`src/rtl/light_sequencer.sv`:
```
// light_sequencer: front-end controller for the lights selector (white / manual RGB / auto RGB).
// Latency: raw press -> state/sel/button change DEBOUNCE_CYCLES+2 edges after the raw edge is sampled.
// No backpressure: button is a fire-and-forget one-cycle pulse, never asserted two cycles in a row.
//
// Ports:
//   clk       rising-edge clock
//   rst       asynchronous active-low reset (0 = reset)
//   btn_raw   raw colour-step button (asynchronous, may bounce)
//   mode_raw  raw mode button (asynchronous, may bounce)
//   auto_en   synchronous level, selects auto cycling while in RGB
//   sel       0 = white light, 1 = RGB colour (registered)
//   button    one-cycle colour-step pulse to the lighting counter (registered)
//   state     00 WHITE, 01 MANUAL, 10 AUTO
module light_sequencer #(
  parameter int DEBOUNCE_CYCLES = 4,
  parameter int STEP_PERIOD     = 16,
  parameter int IDLE_TIMEOUT    = 64
) (
  input  logic       clk,
  input  logic       rst,
  input  logic       btn_raw,
  input  logic       mode_raw,
  input  logic       auto_en,
  output logic       sel,
  output logic       button,
  output logic [1:0] state
);

  localparam logic [1:0] ST_WHITE  = 2'b00;
  localparam logic [1:0] ST_MANUAL = 2'b01;
  localparam logic [1:0] ST_AUTO   = 2'b10;

  // +1 keeps the debounce counter at least one bit wide when DEBOUNCE_CYCLES is 1.
  localparam int DW = $clog2(DEBOUNCE_CYCLES + 1);
  localparam int IW = $clog2(IDLE_TIMEOUT);
  localparam int SW = $clog2(STEP_PERIOD);

  // Index 0 = colour-step button, index 1 = mode button.
  logic [1:0] raw_vec;
  logic [1:0] press_w;

  assign raw_vec = {mode_raw, btn_raw};

  for (genvar i = 0; i < 2; i++) begin : g_db
    logic          sync1_q, sync2_q;
    logic          acc_q, acc_d;
    logic          press_q, press_d;
    logic [DW-1:0] cnt_q, cnt_d;

    // Counter only advances while the synchronised level disagrees with the
    // accepted one; any agreeing cycle throws the partial count away.
    always_comb begin
      cnt_d   = '0;
      acc_d   = acc_q;
      press_d = 1'b0;
      if (sync2_q != acc_q) begin
        if (cnt_q == DW'(DEBOUNCE_CYCLES - 1)) begin
          acc_d   = sync2_q;
          press_d = sync2_q;  // only a 0->1 acceptance is a press
        end else begin
          cnt_d = cnt_q + 1'b1;
        end
      end
    end

    always_ff @(posedge clk or negedge rst) begin
      if (!rst) begin
        sync1_q <= 1'b0;
        sync2_q <= 1'b0;
        acc_q   <= 1'b0;
        press_q <= 1'b0;
        cnt_q   <= '0;
      end else begin
        sync1_q <= raw_vec[i];
        sync2_q <= sync1_q;
        acc_q   <= acc_d;
        press_q <= press_d;
        cnt_q   <= cnt_d;
      end
    end

    assign press_w[i] = press_q;
  end

  logic btn_press, mode_press;
  assign btn_press  = press_w[0];
  assign mode_press = press_w[1];

  logic [1:0]    state_q, state_d;
  logic [IW-1:0] idle_q, idle_d;
  logic [SW-1:0] step_q, step_d;
  logic          button_q, button_d;
  logic          sel_q, sel_d;

  // Counters default to zero so they sit at 0 outside their own state and
  // restart from 0 on every entry, press or expiry.
  always_comb begin
    state_d  = state_q;
    idle_d   = '0;
    step_d   = '0;
    button_d = 1'b0;
    case (state_q)
      ST_WHITE: begin
        if (mode_press) state_d = auto_en ? ST_AUTO : ST_MANUAL;
      end
      ST_MANUAL: begin
        if (mode_press)     state_d  = ST_WHITE;
        else if (auto_en)   state_d  = ST_AUTO;
        else if (btn_press) button_d = 1'b1;
        // Idle time is counted in clock cycles so the fall-back to WHITE
        // lands exactly IDLE_TIMEOUT edges after entry or the last press.
        else if (idle_q == IW'(IDLE_TIMEOUT - 1)) state_d = ST_WHITE;
        else                idle_d = idle_q + 1'b1;
      end
      ST_AUTO: begin
        if (mode_press)    state_d = ST_WHITE;
        else if (!auto_en) state_d = ST_MANUAL;
        // A press coinciding with expiry yields one pulse; a press right after
        // an expiry pulse is swallowed but still restarts the period.
        else if (btn_press || step_q == SW'(STEP_PERIOD - 1)) button_d = ~button_q;
        else               step_d = step_q + 1'b1;
      end
      default: state_d = ST_WHITE;
    endcase
    sel_d = (state_d != ST_WHITE);
  end

  always_ff @(posedge clk or negedge rst) begin
    if (!rst) begin
      state_q  <= ST_WHITE;
      idle_q   <= '0;
      step_q   <= '0;
      button_q <= 1'b0;
      sel_q    <= 1'b0;
    end else begin
      state_q  <= state_d;
      idle_q   <= idle_d;
      step_q   <= step_d;
      button_q <= button_d;
      sel_q    <= sel_d;
    end
  end

  assign state  = state_q;
  assign sel    = sel_q;
  assign button = button_q;

endmodule

```
`config.mk`:
```
export PLATFORM = sky130hd
export DESIGN_NAME = light_sequencer
export DESIGN_NICKNAME = d
export VERILOG_FILES = /design/src/rtl/light_sequencer.sv
export SDC_FILE = /design/constraint.sdc
export NUM_CORES = 1
export LEC_CHECK = 0
export CAP_MARGIN = 20
export CORE_UTILIZATION = 35
export CTS_BUF_LIST = sky130_fd_sc_hd__clkbuf_16
export CTS_CLUSTER_SIZE = 28
export DETAILED_ROUTE_END_ITERATION = 10
export SYNTH_ARGS = -nofsm -noshare
export SYNTH_HDL_FRONTEND = slang
export SYNTH_SLANG_ARGS = --single-unit
```
`constraint.sdc`:
```
create_clock -name clk -period 1.9 [get_ports clk]
set_input_delay 0.285 -clock clk [delete_from_list [all_inputs] [get_ports clk]]
set_output_delay 0.285 -clock clk [all_outputs]
set_load 0.1 [all_outputs]
```
==> flow_summary_export.csv <==
group,metric,value,unit
synthesis,synth_cells,105,
synthesis,yosysTopAreaCell,"dfrtp_1",
worst_setup_path,worstSetupPathType,"register to register",
timing,slew_headroom,76.91,%
route,ant_nets,0,
die,dieArea,0.003829,sq mm
clocking,numCtsBuffers,3,
final_layout,syn2layout_area_growth,18.34,%
timing,grt_setup_unrepaired,"false",
power_and_ir_drop,p_leak,0.6724,nW
timing,max_freq,644.7,MHz
worst_setup_path,worstPathCellList,"inv_1 > ha_1 > nand2b_4 > or3_1 > a211oi_2",
global_route,grt_max_degree,29,
final_layout,nets,130,
synthesis,yosys_register_bits,28,
clocking,postCtsSetupBuffers,0,
die,die_height,61.88,um
synthesis,ys_seq_area_share,55.83,%
route,via_per_inst,4.852,
synthesis,synth.top_cell.area_share,55.83,%
synthesis,netlist_area,0.001255,sq mm
timing,fin_crit,1551,ps
route,route.detailed.drc,0,
status,outcome,"finished clean",
final_layout,fin_cells,162,
worst_setup_path,cp-end-kind,"register",
timing,fin_crit_sh,81.63,%
synthesis,synthTopCellsByArea,"dfrtp_1 56%, ha_1 8.0%, nor2_1 3.6%",
timing,final_max_slew_viol_count,0,
worst_setup_path,startpoint_type,"register",
clocking,cts_tree,"yes",
global_route,grt_usage,11.14,%
run,maxCapViolCount,0,
clocking,clock_latency,260,ps
die,die_w,61.88,um
route,dr.pass1.iters,3,
clocking,clock-root-buffer,"clkbuf_16",
global_route,grt_pass1_vias,750,
placed_design,place_area,0.001380,sq mm
clocking,cts_resized,0,
timing,fin_skew,6.058,ps
timing,finalSetupViolations,0,
worst_setup_path,slowest_delay,440,ps
clocking,clkTransAtPathRegs,70,ps
route,vias,786,
worst_setup_path,cp_max_fo,6,
clocking,htree_num_levels,1,
clocking,ctsHoldBuffers,0,
synthesis,yosysWarnings,0,
route,routed_wl,1769,um
timing,finalHoldViolCount,0,
clocking,clockBufferDepth,2,
synthesis,synth_area_per_cell,11.95,sq um
final_layout,drive_gt1_share,16.38,%
global_route,grt_pass1_wl,3187,um
final_layout,n_antenna_cell,0,
synthesis,synth_edf_count,0,
placed_design,hpwlAfterDp,1334,um
timing,tightestPinTransition,346.4,ps
route,wl_per_cell,10.92,um
global_route,antenna_found_initial,0,
synthesis,synth_cell_types,34,
placed_design,place.port_buffers,8,
min_path,holdCritPathClass,"register to register",
synthesis,ys_top_cells_by_count,"28 x dfrtp_1, 12 x nor2_1, 8 x ha_1, 6 x inv_1",
worst_setup_path,crit_required,2080,ps
power_and_ir_drop,powerDensity,1388,mW/mm^2
worst_setup_path,cp_num_buf_inv,1,
synthesis,synth-async-reset-ratio,100.0,%
die,coreArea,0.003390,sq mm
worst_setup_path,crit_arrival,1730,ps
synthesis,syn_nets,118,
timing,tns,0,ps
route,drt_iter0_markers,53,
worst_setup_path,path_delay_family,"simple AND/OR/NAND/NOR gates",
synthesis,yosysMostFrequentCell,"dfrtp_1",
synthesis,ys.flop_type,"dfrtp_1",
global_route,grt-ovfl-total,0,
clocking,clock_sinks,28,
die,start_util,37.02,%
placed_design,place_congestion,0.7555,
worst_setup_path,cp_slowest_cell,"dfrtp_2",
die,row_count,21,
placed_design,placed_cells,158,
die,pin_count,9,
final_layout,stdcell_area,0.001485,sq mm
final_layout,fillers,319,
power_and_ir_drop,ir_drop,0.5455,mV
==> where the power goes <==
group | switching [W] | internal [W]
Clock | 0.000191 | 0.000419
Combinational | 0.000425 | 0.000246
Sequential | 0.0000767 | 0.000704
==> registers in the layout (all words and copies together) (netlist names) <==
signal / count
idle_q: 6
g_db.cnt_q: 6
g_db.press_q: 1
g_db.acc_q: 2
btn_press: 1
step_q: 4
g_db.sync1_q: 2
g_db.sync2_q: 2
sel: 1
button: 1
state: 2
==> layer usage <==
metal  share of wire (%)  global-route usage, %  routed length, um  vias to the layer above
met3                 2.5                  2.484                 45                        5
met4                 1.2                  2.857                 21                        0
li1                    -                      -                  -                      390
met5                   0                      0                  0                        -
met1                  47                  13.83                830                      378
met2                  49                  19.66                872                       13
==> path summary, 6_finish.rpt <==
| kind | from | endpoint | cells past startpoint | slack (ps) |
|---|---|---|---|---|
| worst max-delay path | state[1] | idle_q[3] | 5 | 350 |
| worst min-delay path | g_db[0].sync1_q | g_db[0].sync2_q | 0 | 350 |
| worst max register to register | state[1] | idle_q[3] | 5 | 350 |
| worst min register to register | g_db[0].sync1_q | g_db[0].sync2_q | 0 | 350 |
| max in group asynchronous | rst | state[1] | 2 | 1230 |
| min in group asynchronous | rst | sel | 2 | 390 |
==> metrics by stage <==
| step | power (W) | worst slack (ps) | utilization (%) | hold WS, ps |
|---|---|---|---|---|
| 3_5_place_dp | 0.001475 | 225.4 | 40.72 | 341.8 |
| 4_1_cts | 0.002090 | 330.8 | 43.82 | 357.6 |
| 2_1_floorplan | 0.001330 | 171.8 | - | -10.59 |
| 6_report | 0.002061 | 349.0 | 43.82 | 350.6 |
| 5_1_grt | 0.002196 | 240.2 | 43.82 | 368.1 |
| 3_3_place_gp | 0.001454 | 243.5 | 40.72 | 331.8 |
==> layout by cell type (no fill, tap or decap) <==
master | synthesis | layout
ha_1 | 8 | 8
nor4_1 | 1 | 1
o311ai_0 | 1 | 1
nor2b_1 | 2 | 2
a21oi_1 | 3 | 3
nor3b_1 | 4 | 4
a22oi_2 | 1 | 1
clkbuf_16 | 0 | 3
and3_1 | 2 | 2
dfrtp_2 | 0 | 2
nand2b_4 | 1 | 1
clkdlybuf4s50_1 | 0 | 4
nand3_1 | 3 | 3
mux2i_1 | 1 | 1
nor2_1 | 12 | 12
nor4b_2 | 1 | 1
or4_4 | 1 | 1
nor3_1 | 2 | 2
o21ai_0 | 1 | 1
dfrtp_1 | 28 | 26
nand4_1 | 1 | 1
xnor2_1 | 4 | 4
buf_4 | 1 | 5
nand3_2 | 1 | 1
mux2_2 | 2 | 2
a2bb2oi_1 | 1 | 1
o22ai_1 | 1 | 1
a211oi_2 | 1 | 1
a211o_1 | 1 | 1
and3b_1 | 2 | 2
o32ai_1 | 1 | 1
o31a_1 | 1 | 1
nand2_1 | 4 | 4
xor2_1 | 2 | 2
or3_1 | 3 | 3
inv_1 | 6 | 6
bufinv_16 | 0 | 1
==> final cells by class <==
class	count	area [sq um]	share of cell area, %
tap	46	57.56	3.875
clock inverter	1	30.03	2.022
clock buffer	3	75.07	5.055
sequential	28	703.2	47.35
multi-input combinational	69	519.2	34.96
inverter	6	22.52	1.516
timing repair buffer	9	77.57	5.223
==> cell families after synthesis <==
kind of cell,share of synthesized area (%)
and+or+nand+nor,19.04
adders and majority gates,7.976
muxes,2.592
DFF,55.83
xor gates and xnor gates,4.187
AOI/OAI and AO/OA,7.577
buffers and inverters,2.791
No activity file was read; power rests on OpenSTA's default activity.
